**config.mk**
```make
export PLATFORM = sky130hd
export DESIGN_NAME = fsm_step_ctrl
export DESIGN_NICKNAME = d
export VERILOG_FILES = /design/src/rtl/fsm_step_ctrl.sv
export SDC_FILE = /design/constraint.sdc
export NUM_CORES = 1
export LEC_CHECK = 0
export ABC_AREA = 1
export CAP_MARGIN = 15
export CORE_MARGIN = 2
export CORE_UTILIZATION = 40
export CTS_CLUSTER_DIAMETER = 80
export DETAILED_ROUTE_END_ITERATION = 6
export MAX_ROUTING_LAYER = met4
export PLACE_DENSITY_LB_ADDON = 0.12
export REMOVE_ABC_BUFFERS = 1
export SYNTH_ARGS = -nofsm -noshare
export SYNTH_HDL_FRONTEND = slang
export SYNTH_SLANG_ARGS = --single-unit
```
**constraint.sdc**
```tcl
create_clock -name clk -period 2.1 [get_ports clk]
set_input_delay 0.63 -clock clk [delete_from_list [all_inputs] [get_ports clk]]
set_output_delay 0.63 -clock clk [all_outputs]
set_load 0.03 [all_outputs]
```
**src/rtl/fsm_step_ctrl.sv**
```systemverilog
// fsm_step_ctrl: step scheduler for the lab Mealy FSMs.
//
// Decides when the student FSM advances (step_en) and which input bit it
// sees on that step (fsm_in). Step sources:
//   mode 0 pause, 1 auto-rate divider, 2 debounced single-step button,
//   3 playback of a loaded bit pattern (LSB first).
//
// Ports:
//   clk, rst        system clock, synchronous active-high reset
//   mode[1:0]       step source select, sampled every cycle
//   btn             raw pushbutton (asynchronous, bouncy)
//   in_manual       FSM input bit for auto and single modes
//   pat_load        one-cycle strobe capturing pat_data / pat_len
//   pat_data        pattern bits, played LSB first
//   pat_len[3:0]    pattern length, clamped to PAT_W
//   step_en         one-cycle advance pulse for the FSM state register
//   fsm_in          FSM input bit, valid while step_en=1, held otherwise
//   step_cnt[7:0]   steps issued since reset or last pat_load (wraps)
//   pat_done        pattern fully played; held until mode change/load
module fsm_step_ctrl #(
    parameter int CNT_MAX   = 49_999_999,
    parameter int DB_CYCLES = 1_000_000,
    parameter int PAT_W     = 8
) (
    input  logic             clk,
    input  logic             rst,
    input  logic [1:0]       mode,
    input  logic             btn,
    input  logic             in_manual,
    input  logic             pat_load,
    input  logic [PAT_W-1:0] pat_data,
    input  logic [3:0]       pat_len,
    output logic             step_en,
    output logic             fsm_in,
    output logic [7:0]       step_cnt,
    output logic             pat_done
);

    localparam int DIV_W = (CNT_MAX > 0) ? $clog2(CNT_MAX + 1) : 1;
    localparam int DB_W  = $clog2(DB_CYCLES + 1);
    localparam int LEN_W = $clog2(PAT_W + 1);

    typedef enum logic [2:0] {
        S_IDLE,
        S_AUTO,
        S_SINGLE,
        S_PATTERN,
        S_DONE
    } state_t;

    state_t             state_q, state_d;
    logic [DIV_W-1:0]   div_q, div_d;
    logic [LEN_W-1:0]   idx_q, idx_d;
    logic [LEN_W-1:0]   len_q, len_d;
    logic [PAT_W-1:0]   pat_q, pat_d;
    logic               step_en_q, step_en_d;
    logic               fsm_in_q, fsm_in_d;
    logic [7:0]         step_cnt_q, step_cnt_d;
    logic               pat_done_q, pat_done_d;
    logic [1:0]         sync_q, sync_d;
    logic               db_lvl_q, db_lvl_d;
    logic               db_prev_q, db_prev_d;
    logic [DB_W-1:0]    db_cnt_q, db_cnt_d;

    state_t             mode_state;
    logic               in_mode;
    logic               tick;
    logic               press;
    logic               pat_bit;
    logic [DIV_W-1:0]   div_nxt;
    logic [LEN_W-1:0]   idx_inc;

    always_comb begin
        state_d    = state_q;
        div_d      = div_q;
        idx_d      = idx_q;
        len_d      = len_q;
        pat_d      = pat_q;
        step_en_d  = 1'b0;
        fsm_in_d   = fsm_in_q;
        step_cnt_d = step_cnt_q + 8'(step_en_q);
        pat_done_d = pat_done_q;
        sync_d     = {sync_q[0], btn};
        db_lvl_d   = db_lvl_q;
        db_prev_d  = db_lvl_q;
        db_cnt_d   = db_cnt_q;

        // Debounce: the level must differ for DB_CYCLES consecutive cycles.
        if (sync_q[1] != db_lvl_q) begin
            if (db_cnt_q == DB_W'(DB_CYCLES - 1)) begin
                db_lvl_d = sync_q[1];
                db_cnt_d = '0;
            end else begin
                db_cnt_d = db_cnt_q + DB_W'(1);
            end
        end else begin
            db_cnt_d = '0;
        end
        press = db_lvl_q & ~db_prev_q;

        case (mode)
            2'd0:    mode_state = S_IDLE;
            2'd1:    mode_state = S_AUTO;
            2'd2:    mode_state = S_SINGLE;
            default: mode_state = S_PATTERN;
        endcase
        // DONE is the finished half of mode 3, so it is not a mismatch.
        in_mode = (state_q == mode_state) || (state_q == S_DONE && mode == 2'd3);

        tick    = (div_q == DIV_W'(CNT_MAX));
        div_nxt = tick ? '0 : div_q + DIV_W'(1);
        idx_inc = idx_q + LEN_W'(1);
        pat_bit = |(pat_q & (PAT_W'(1) << idx_q));

        if (!in_mode) begin
            state_d    = mode_state;
            div_d      = '0;
            idx_d      = '0;
            pat_done_d = 1'b0;
        end else begin
            case (state_q)
                S_AUTO: begin
                    div_d = div_nxt;
                    if (tick) begin
                        step_en_d = 1'b1;
                        fsm_in_d  = in_manual;
                    end
                end
                S_SINGLE: begin
                    if (press) begin
                        step_en_d = 1'b1;
                        fsm_in_d  = in_manual;
                    end
                end
                S_PATTERN: begin
                    if (len_q == '0) begin
                        state_d    = S_DONE;
                        pat_done_d = 1'b1;
                        div_d      = '0;
                    end else begin
                        div_d = div_nxt;
                        if (tick) begin
                            step_en_d = 1'b1;
                            fsm_in_d  = pat_bit;
                            idx_d     = idx_inc;
                            if (idx_inc == len_q) begin
                                state_d    = S_DONE;
                                pat_done_d = 1'b1;
                            end
                        end
                    end
                end
                default: div_d = '0;
            endcase
        end

        // A load overrides any step decided above, including a coinciding tick.
        if (pat_load) begin
            pat_d      = pat_data;
            len_d      = (32'(pat_len) > PAT_W) ? LEN_W'(PAT_W) : LEN_W'(pat_len);
            idx_d      = '0;
            div_d      = '0;
            step_cnt_d = '0;
            pat_done_d = 1'b0;
            step_en_d  = 1'b0;
            fsm_in_d   = fsm_in_q;
            if (state_d == S_DONE) state_d = S_PATTERN;
        end
    end

    always_ff @(posedge clk) begin
        if (rst) begin
            state_q    <= S_IDLE;
            div_q      <= '0;
            idx_q      <= '0;
            len_q      <= '0;
            pat_q      <= '0;
            step_en_q  <= 1'b0;
            fsm_in_q   <= 1'b0;
            step_cnt_q <= '0;
            pat_done_q <= 1'b0;
            sync_q     <= '0;
            db_lvl_q   <= 1'b0;
            db_prev_q  <= 1'b0;
            db_cnt_q   <= '0;
        end else begin
            state_q    <= state_d;
            div_q      <= div_d;
            idx_q      <= idx_d;
            len_q      <= len_d;
            pat_q      <= pat_d;
            step_en_q  <= step_en_d;
            fsm_in_q   <= fsm_in_d;
            step_cnt_q <= step_cnt_d;
            pat_done_q <= pat_done_d;
            sync_q     <= sync_d;
            db_lvl_q   <= db_lvl_d;
            db_prev_q  <= db_prev_d;
            db_cnt_q   <= db_cnt_d;
        end
    end

    assign step_en  = step_en_q;
    assign fsm_in   = fsm_in_q;
    assign step_cnt = step_cnt_q;
    assign pat_done = pat_done_q;

endmodule

```
==> results of run 1 <==
-- area by class of cell --
cell class	instances	area [sq um]	share of cell area
Multi-Input combinational cell	398	2090	0.4358
Sequential cell	80	1602	0.3340
Timing Repair Buffer	41	395.4	0.08246
Inverter	83	311.5	0.06498
Tap cell	133	166.4	0.03471
Clock buffer	11	151.4	0.03158
Clock inverter	5	78.83	0.01644
-- cell usage in the layout (no fill, tap or decap), types with 2 or more instances in the layout --
cell type	netlist	routed
clkinv_2	0	2
a211oi_1	4	4
ha_1	10	10
o21ai_0	15	15
nand4_1	17	17
nor2_4	6	6
nand3_1	35	35
clkdlybuf4s50_1	0	28
inv_1	78	78
nor2_1	96	96
nand3_2	2	2
xor2_1	13	13
bufinv_16	0	2
nor3_1	19	19
o21ai_1	4	4
o211ai_1	3	3
xnor2_1	7	7
a31oi_1	2	2
nor2_2	5	5
dfxtp_1	80	80
and3_1	3	3
nand2_2	4	4
a21oi_1	25	25
buf_4	2	11
nor3_2	5	5
inv_2	5	5
nand2_1	104	104
clkbuf_8	0	11
nand2_4	4	4
nor3b_1	4	4
-- kinds of logic (layout without fill, tap and decap cells) --
kind of cell               Yosys count  after routing  synth area share
adders and majority gates           10             10           0.03082
AOI/OAI and AO/OA                   61             61           0.08598
buffers and inverters               93            140           0.09091
xor gates and xnor gates            20             20           0.04314
DFF                                 80             80            0.3945
and+or+nand+nor                    307            307            0.3547
-- routing by layer --
| layer | vias to the layer above | track usage |
|---|---|---|
| li1 | 1915 | - |
| met1 | 1648 | 0.2209 |
| met2 | 32 | 0.2718 |
| met3 | 12 | 0.04679 |
| met4 | 0 | 0.05429 |
| met5 | - | - |
-- per-stage QoR --
stage	std cells	setup TNS, ns
finish	751	0
global route	751	0
CTS	751	0
detailed placement	735	-0.09044
global placement	735	-0.04776
floorplan	561	0
-- registers in the layout (all words and copies together), names as in the netlist --
register   flops
sync_q         2
db_prev_q      1
idx_q          4
step_cnt       8
pat_q          8
len_q          4
db_cnt_q      20
pat_done       1
fsm_in         1
step_en        1
state_q        3
db_lvl_q       1
div_q         26
-- power groups by stage --
stage | Sequential (mW) | Clock [mW] | Combinational, mW
5_1_grt | 1.55 | 1.41 | 0.228
3_3_place_gp | 1.58 | 0 | 0.201
4_1_cts | 1.55 | 1.35 | 0.205
6_report | 1.55 | 1.29 | 0.202
2_1_floorplan | 1.58 | 0 | 0.108
3_5_place_dp | 1.58 | 0 | 0.204
-- how the worst min path moves through the flow --
stage,cells past startpoint,from,endpoint
after CTS,2,sync_q[0],sync_q[1]
after detailed placement,2,sync_q[0],sync_q[1]
after global routing,2,sync_q[0],sync_q[1]
final,2,sync_q[0],sync_q[1]
after floorplan,2,sync_q[0],sync_q[1]
after global placement,2,sync_q[0],sync_q[1]
==> results.md, run 1 <==
- Counting flops and latches in the post-synthesis netlist gives 80.
- The mapped cell area is 0.004060 sq mm.
- The first global-routing pass estimated 15.30 mm of wire.
- Ranked by total cell area, the synthesized netlist is headed by dfxtp_1 39%, nand2_1 9.6%, nor2_1 8.9%.
- Across every metal layer, demand over resource in global routing totals 0.1744.
- The worst setup path is launched from a flip-flop.
- By count the netlist is led by 104 x nand2_1, 96 x nor2_1, 80 x dfxtp_1.
- Post-CTS repair changed the size of 0 cells.
- Of all nets on the critical path, the largest fanout is 4.
- The clock net in this run drives a total of 80 sinks.
- The origin of the critical flop-to-flop path is idx_q[0].
- The number of buffers created by CTS is 9.
- The synthesized area per cell is 7.111 sq um.
- The cell depth of the worst setup path is 1.
- Setup violations remaining at the end of the flow were counted as 0.
- Of the available clock period, the critical path in the final layout requires 0.9725.
- The count of inserted antenna diode cells is 0.
- After floorplanning, the core was divided into 36 placement rows.
- Detailed placement ended at an HPWL of 6.511 mm.
- For this design the ratio of total power to cell area is 633.3 mW/mm^2.
- The detailed router put a total of 4.258 mm of wire on met1.
- Of the total power, combinational logic draws 0.067.
- After floorplanning, the core was sized to cover 0.009819 sq mm.
- Across the VDD grid, the largest voltage drop is 465.7 uV.
- The number of detailed-route iterations in the first pass is 4.
- The worst path meets setup with 0.05777 ns of slack.
- The critical path goes through clkdlybuf4s50_1.
- In this run the power spent charging and discharging nets is 0.6826 mW.
- The worst hold path belongs to the class reg -> reg.
- The number of flops mapped to enable cells by yosys is 0.
- The setup skew after layout is 0.003924 ns.
- For this design the top-level I/O count stands at 30.
- The worst setup path is captured at a primary output.
- The die is 104.8 microns tall.
- The layout overhead on the synthesized area is 18.09%.
- Clock-pin slew was measured on the worst setup and hold paths at 0.08 ns.
- The slack of the worst reg-to-reg path is 0.22 ns.
- At the pin with the least slew margin, the transition time is 0.4778 ns.
- The ratio of routed vias to standard cells is 4.803.
- The post-layout instance area is 0.004795 sq mm.
- Counting flops with an async set or reset pin after synthesis yields a share of 0.
- The tree is rooted in a clkbuf_8.
- The top routing layer in use is met4.
- The capture instance of the worst register-to-register path is state_q[1].
- The internal portion of the total power is 2.354 mW.
- The maximum level of the CTS H-tree is 3.
- The count of hold buffers inserted by post-cts repair is 0.
- The static leakage power is 1.846 nW.
- The share of total power dissipated in sequential elements is 0.510.
- The count of cells along the worst register-to-register path is 11.
- The post-detailed-route count of antenna-violating nets is 0.
- The leftover overflow at the end of global routing is 0.
- The flow ran to the end, and the final reports show no timing, DRC or antenna violations.
- Following the worst setup path forward leads to its endpoint at step_cnt[4].
- The x dimension of the die is 104.8 microns.
- The share of total power dissipated in the clock network is 0.424.
- After layout, the design draws a total of 3.036 mW.
- The number of global-route vias before repair is 3,384.
- The most common cell in the synthesized netlist is nand2_1.
- The sum of met3 wire segment lengths after detailed routing is 278 microns.
- Yosys mapped the design onto 41 distinct sky130hd cell types.
- The delay contributed by the slowest stage of the critical path is 0.68 ns.
- Setup repair after global routing left no endpoint under its margin.
- The remaining routing DRC violations is 0.
- The number of antenna violations at the first check in global routing is 0.
- In this run, the number of DRC markers left after iteration 0 of detailed routing was 134.
- After filler insertion, the fill cell instance count of the layout stands at 1,055.
- The share of synthesized area in the top cell type comes to 0.3945.
- Data on the critical path arrives at its endpoint at 1.41 ns.
- Measured against its own limit, the worst slew margin works out to 0.6790.
- For this configuration, the core starts out at a cell density of 0.4135.
- In this design, the largest share of critical-path delay is due to buffers and inverters.
- Entering global routing, the biggest net connects 20 pins.
- The final route contains 3,607 vias.
- TritonCTS built the clock tree.
- The cell type with the largest total area after synthesis is dfxtp_1.
- The number of instances in the synthesized netlist is 571.
- Prior to clock tree synthesis, the placed netlist has a worst setup slack of -0.05106 ns.
- The hold violation total from the final report is 0.
- The critical path in this run is classified as reg -> out.
- The minimum hold slack is 0.4062 ns.
- The most common flop cell mapped by yosys is dfxtp_1.
- The tool flagged a number of max-cap violations equal to 0.
- The later pin in the worst-skew pair is clocked with a latency of 0.35 ns.
- Derived from the worst setup path, the maximum achievable clock frequency is 489.7 MHz.
- In the final design database the tool counted 642 nets.
- Routability-driven placement finished with a final weighted congestion of 0.8748.
- The share of the core filled with cells is 0.4883.
- The met2 wire length is 3.934 mm.
- The total count of max-transition violations in the final report was 0.
- The die covers 0.01097 sq mm.
- The final layout contains routed wiring with a total length of 8.590 mm.
- The final period demand of the worst path is 2.042 ns.
- For the worst setup path, the data required time is 1.47 ns.
- The clock passes through at most 2 buffers.
- The post-detailed-route wirelength per cell is 11.44 microns.
- The post-CTS setup buffer count is 0.
- Of the total power, the share spent switching nets is 0.2248.
- For this design, the slowest cell found on the critical path is clkdlybuf4s50_1.
- Once placement finished, the instance area stood at 0.004562 sq mm.
- The critical path launch point is step_cnt[4].
- The post-synthesis sequential area ratio is 0.3945.
- In this run the tool buffered the top-level ports with 29 buffer cells.
- The Yosys step of the flow raised 0 warnings.
- Of the cells placed in the final design, the portion with a size suffix greater than 1 is 0.09871.
- The count of buffering cells on the critical path with inverters included is 1.
Note: power is estimated with default switching activity, not from simulation.
==> run 2, diff against run 1 <==
==> constraint.sdc (replaced) <==
create_clock -name clk -period 2.1 [get_ports clk]
set_input_delay 0.42 -clock clk [delete_from_list [all_inputs] [get_ports clk]]
set_output_delay 0.42 -clock clk [all_outputs]
set_load 0.03 [all_outputs]
==> run 2 against run 1 <==
  * Worst hold slack better by 0.0044 ns
  * Maximum frequency is 10% higher
  * Core utilization is 0.74 points lower
  * Sequential share of layout area up 0.51 points
  * Register-to-register slack improved by 0.03 ns
  * Critical endpoint is now step_cnt[2]
  * Highest routed layer unchanged
==> results.md, run 2 (synthesis gave the netlist of run 1 again) <==
- For flop-to-flop paths, the worst setup slack is 0.25 ns.
- For the pin with the worst max-slew slack, the measured transition is 0.5059 ns.
- The number of detailed-route iterations in the first pass is 4.
- The x dimension of the die is 104.8 microns.
- The H-tree was split into 3 levels.
- After clock tree synthesis, the repair step resized 0 gates.
- div_q holds more flip-flops than any other register.
- TritonCTS created 9 clock buffers.
- Hold repair after CTS inserted 0 buffers.
- The overall die area is 0.01097 sq mm.
- Clock-pin slew was measured on the worst setup and hold paths at 0.08 ns.
- In this run the worst hold path is classified as reg -> reg.
- The placed instances occupy a cell area of 0.004534 sq mm.
- Setup repair after global routing left no endpoint under its margin.
- The post-detailed-route count of antenna-violating nets is 0.
- The run finished with clean final reports.
- The setup skew after layout is 0.008087 ns.
- Walking the worst path, the cells encountered are clkdlybuf4s50_1.
- The worst slack after detailed placement is 0.1824 ns.
- The TritonCTS clock tree is yes.
- In the final routed layout, each cell accounts on average for 11.60 microns.
- Across all hold checks on the routed design, the worst slack comes to 0.4106 ns.
- 0 antenna diodes ended up in the layout.
- For this run, the post-layout net count is 640.
- For this design the top-level I/O count stands at 30.
- The number of global-route vias before repair is 3,381.
- The largest registers in the layout are div_q (26), db_cnt_q (20).
- The hold violation total from the final report is 0.
- The most common cell after layout, fill and taps aside is nand2_1.
- The critical path start-end classification is reg -> out.
- The number of standard cells in the layout, taps in and fillers out is 749.
- After detailed routing, the number of vias per cell comes to 4.754.
- The worst setup path is captured at a primary output.
- The top cell types in the final layout, fill and taps aside, are 104 x nand2_1, 96 x nor2_1, 80 x dfxtp_1.
- For this run, global-route usage on met1 was measured as 0.2221.
- The final-layout setup total negative slack is 0 ns.
- Summing all non-filler instances in the final layout gives an area of 0.004722 sq mm.
- The final route contains 3,561 vias.
- Setup slack on the critical path of the routed design comes to 0.2464 ns.
- The first global-routing pass estimated 15.36 mm of wire.
- The final number of setup-violating endpoints is 0.
- The share of layout cells above drive strength 1 is 0.09416.
- The buffer cell driving the clock tree root is clkbuf_8.
- The static leakage power is 1.784 nW.
- The final cycle utilization of the critical path is 0.8827.
- The delay contributed by the slowest stage of the critical path is 0.69 ns.
- The total overflow left after global routing is 0.
- The cell class contributing the biggest share of worst-path delay is buffers and inverters.
- The maximum clock insertion buffer count is 2.
- The chip height is 104.8 microns.
- Based on the critical path, the design can be clocked at up to 539.5 MHz.
- The global routing met2 resource utilization is 0.2713.
- The area growth from synthesis to layout is 16.30%.
- Counting tap cells, the placed design contains a total of 733 instances.
- After the first detailed-routing iteration, the DRC count stood at 95.
- Data on the critical path is required at its endpoint by 1.68 ns.
- The congestion estimate from routability-driven global placement came to 0.8752.
- The effective utilization at floorplan is 0.4135.
- The total routed wirelength is 8.686 mm.
- Entering global routing, the biggest net connects 20 pins.
- The initialized floorplan defines 36 standard-cell rows.
- Once detailed placement completed, the half-perimeter wirelength came to 6.597 mm.
- The met3 layer usage reported by global route is 0.06238.
- After detailed routing, the number of remaining DRC violations is 0.
- The power per cell area is 604.2 mW/mm^2.
- In the global route stage, overall resource usage came out at 0.1768.
- The clock net sink count is 80.
- Together, buffers and inverters on the worst path number 1.
- In this run the post-CTS setup repair buffer count came out at 0.
- The cell with the largest stage delay on the worst path is clkdlybuf4s50_1.
- The global-route layer with the greatest usage is met2.
- During placement, the flow inserted port buffers numbering 29.
- The latest clock arrival within the worst-skew pair is 0.36 ns.
- The remaining max-slew budget at the tightest pin is 0.6601.
- The number of antenna violations at the first check in global routing is 0.
- The register with the most flip-flops in the layout has 26 of them.
- The total core area is 0.009819 sq mm.
- The highest fanout seen on the critical path is 4.
- Across the VDD grid, the largest voltage drop is 524.2 uV.
- The total count of max-transition violations in the final report was 0.
- The tool flagged a number of max-cap violations equal to 0.
- The worst setup path is launched from a flip-flop.
- The final period demand of the worst path is 1.854 ns.
- For the worst setup path, the data arrival time is 1.43 ns.
run 2: where the power goes:
group / total (mW) / switching, mW / leakage (nW) / internal (mW)
sequential: 1.55 / 0.0137 / 0.647 / 1.53
clock: 1.11 / 0.565 / 0.0920 / 0.543
combinational: 0.196 / 0.115 / 1.04 / 0.0816
total: 2.85 / 0.693 / 1.78 / 2.16
run 2: metrics by stage:
stage            util  power, mW
2_1_floorplan       -      1.690
3_3_place_gp   0.4618      1.780
3_5_place_dp   0.4618      1.782
4_1_cts        0.4809      2.901
5_1_grt        0.4809      2.984
6_report       0.4809      2.853
run 2: worst paths after layout:
check | from | to | cells after the start
setup / recovery | step_cnt[2] | step_cnt[2] | 1
hold / removal | sync_q[0] | sync_q[1] | 2
setup reg to reg | idx_q[0] | state_q[1] | 11
hold reg to reg | sync_q[0] | sync_q[1] | 2
run 2: per-layer routing:
layer	share of wire	vias up
met1	0.50	1614
met5	0	-
met4	0.0053	0
li1	-	1910
met3	0.040	4
met2	0.45	33
run 2: final cells by class:
| class | instances | area, sq um |
|---|---|---|
| Clock inverter | 6 | 60.06 |
| Sequential cell | 80 | 1602 |
| Inverter | 83 | 311.5 |
| Clock buffer | 10 | 127.6 |
| Tap cell | 133 | 166.4 |
| Timing Repair Buffer | 39 | 365.4 |
| Fill cell | 1081 | 5097 |
| Multi-Input combinational cell | 398 | 2090 |
==> run 3, diff against run 2 <==
CORE_MARGIN = default   (was 2)
==> run 3 against run 2 <==
  * Routed wire length is 2.8% lower
  * Critical path depth is 10 higher
  * Register-to-register slack hardly changed
  * Sequential power hardly changed
  * Final area hardly changed
  * Power is 0.62% lower
  * Core utilization hardly changed
  * Global-route usage is 0.22 points higher
==> results.md, run 3 (synthesis gave the netlist of run 1 again) <==
- 30 I/O pins were placed.
- The signal on the critical path passes through inv_1 -> ha_1 -> xnor2_1 -> o21ai_0 -> nor2_1 -> nand3_1 -> nand2_1 -> nand3_1 -> nor2_1 -> nor2_1 -> nor2_1.
- The first-iteration detailed-routing DRC count is 145.
- CTS built an H-tree with a depth of 3.
- The placer congestion estimate is 0.8290.
- TritonCTS created 9 clock buffers.
- The all-layer global routing usage is 0.1790.
- In the layout the commonest cells are 104 x nand2_1, 96 x nor2_1, 80 x dfxtp_1.
- The critical path data arrival time is 2.16 ns.
- For this run, the post-layout net count is 640.
- The detailed-placement wirelength estimate is 6.490 mm.
- Leaving out fill and tap cells, the most frequent cell in the layout is nand2_1.
- Post-CTS timing repair inserted 0 buffers for setup.
- The total count of max-transition violations in the final report is 0.
- The hold violation total from the final report is 0.
- The floorplan has 36 rows.
- Counting the fill cells in the layout gives 1,037.
- The most numerous cell type found on the critical path is nor2_1.
- The finished layout holds 749 standard cells, fillers aside.
- The clock drives 80 sinks.
- In this run the worst hold path is classified as reg -> reg.
- The register with the most flip-flops in the layout has 26 of them.
- The delay contributed by the slowest stage of the critical path is 0.43 ns.
- The flow ran to the end, and the final reports show no timing, DRC or antenna violations.
- Using the TritonRoute via totals, the vias-per-cell ratio works out to 4.730.
- In this run the power density over the cells is 599.9 mW/mm^2.
- The highest fanout seen on the critical path is 6.
- After clock tree synthesis, the clock-pin slew on the worst setup and hold paths is 0.08 ns.
- The worst hold path passes through 2 cells.
- The number of cells on the worst reg-to-reg path is 11.
- The number of buffers and inverters on the critical path is 1.
- The chip height is 102.8 microns.
- The critical path start-end classification is reg -> reg.
- The worst vdd rail ir drop is 346.0 uV.
- The largest individual stage delay along the critical path comes from the cell dfxtp_1.
- Setup violations remaining at the end of the flow were counted as 0.
- The die covers 0.01056 sq mm.
- The detail route stage leaves a number of antenna-violating nets equal to 0.
- In the final routed layout, each cell accounts on average for 11.28 microns.
- After detailed placement, the design holds a cell count of 733.
- The latest clock arrival within the worst-skew pair is 0.35 ns.
- The worst path setup slack after routing is 0.2374 ns.
- The remaining max-slew budget at the tightest pin is 0.6591.
- The worst setup path is launched from a flip-flop.
- The required time of the critical path is 2.39 ns.
- The slack of the worst reg-to-reg path is 0.24 ns.
- After global routing the overflow that remains totals 0.
- The first global-routing pass estimated 14.43 mm of wire.
- For the finished layout, the period the worst path requires is 1.863 ns.
- The count of inserted antenna diode cells is 0.
- The startpoint identified for the worst register-to-register timing path is idx_q[0].
- The clock passes through at most 2 buffers.
- The count of buffers added on input and output ports is 29.
- The element type at the critical path end is a flip-flop.
- The final cycle utilization of the critical path is 0.8870.
- The number of global-route vias before repair was 3,228.
- Setup total negative slack on the finished layout was measured at 0 ns.
- For this configuration, the core starts out at a cell density of 0.4135.
- The floorplan step set the die width to 102.8 microns.
- The first detailed-routing pass ran for 5 iterations.
- The remaining routing DRC violations is 0.
- The transition time at the pin with the least slew margin is 0.5075 ns.
- The hold-critical path endpoint is sync_q[1].
- The buffer cell driving the clock tree root is clkbuf_8.
- The worst slack after detailed placement is 0.1559 ns.
- The largest registers in the layout are div_q (26), db_cnt_q (20).
- From synthesis to final layout, the design area changed by 16.39%.
- The static leakage power is 1.780 nW.
- Clock skew on the completed layout was measured at 0.008805 ns.
- Across all layers, the routed design uses 3,543 vias.
- The total core area is 0.009819 sq mm.
- The number of cells upsized or downsized after cts is 0.
- The share of the core filled with cells is 0.4813.
- More flip-flops sit in one register than any other, and that register is div_q.
- The worst register-to-register path ends at state_q[0].
- Entering global routing, the biggest net connects 20 pins.
- The number of antenna violations at the first check in global routing is 0.
- The TritonCTS clock tree is yes.
- The cell family contributing the most delay on the critical path is simple AND/OR/NAND/NOR gates.
- Across the run, the number of max-cap violations was 0.
- The total routed wirelength is 8.447 mm.
- In the final layout, the share of cells above drive strength 1 is 0.09578.
- Derived from the worst setup path, the maximum achievable clock frequency is 536.9 MHz.
- The total power is 2.835 mW.
- The worst hold path begins at sync_q[0].
- For this design, the CTS-stage hold fixing added 0 buffers.
- Setup repair after global routing left no endpoint under its margin.
-- run 3: layer usage --
metal | wire length (microns) | vias to the layer above | GRT usage
li1 | - | 1909 | -
met1 | 4385 | 1590 | 0.2397
met2 | 3747 | 34 | 0.2723
met3 | 200 | 10 | 0.03458
met4 | 114 | 0 | 0.05525
met5 | 0 | - | -
-- run 3: worst max path at each step --
stage | from | endpoint | depth (start not counted)
6_report | idx_q[0] | state_q[0] | 11
5_1_grt | div_q[0] | div_q[8] | 12
3_3_place_gp | mode[1] | step_en | 8
2_1_floorplan | state_q[1] | div_q[17] | 8
4_1_cts | idx_q[0] | state_q[0] | 11
3_5_place_dp | mode[1] | div_q[8] | 12
-- run 3: cell type report --
cell class / instances / area, sq um / share of cell area
timing repair buffer: 39 / 365.4 / 0.07731
sequential: 80 / 1602 / 0.3389
tap: 133 / 166.4 / 0.03521
inverter: 83 / 311.5 / 0.06593
multi-input combinational: 398 / 2090 / 0.4421
clock inverter: 5 / 40.04 / 0.008472
clock buffer: 11 / 151.4 / 0.03204
-- run 3: power breakdown --
part	internal, mW	total [mW]	switching (mW)	leakage [nW]
Combinational	0.0815	0.197	0.116	1.04
Clock	0.500	1.09	0.589	0.0882
Sequential	1.53	1.55	0.0134	0.647
Total	2.12	2.84	0.718	1.78
-- run 3: through the flow --
stage / hold WS, ns / cell area, sq um
2_1_floorplan: 0.3883 / 4003
3_3_place_gp: 0.3918 / 4534
3_5_place_dp: 0.3957 / 4534
4_1_cts: 0.4149 / 4726
5_1_grt: 0.4340 / 4726
6_report: 0.4111 / 4726
-- run 3: worst reg2reg max path, stage by stage (launching register included) --
cell and delay, ns:
dfxtp_1 0.43, inv_1 0.09, ha_1 0.33, xnor2_1 0.13, o21ai_0 0.10, nor2_1 0.16, nand3_1 0.10, nand2_1 0.07
nand3_1 0.09, nor2_1 0.18, nor2_1 0.06, nor2_1 0.07
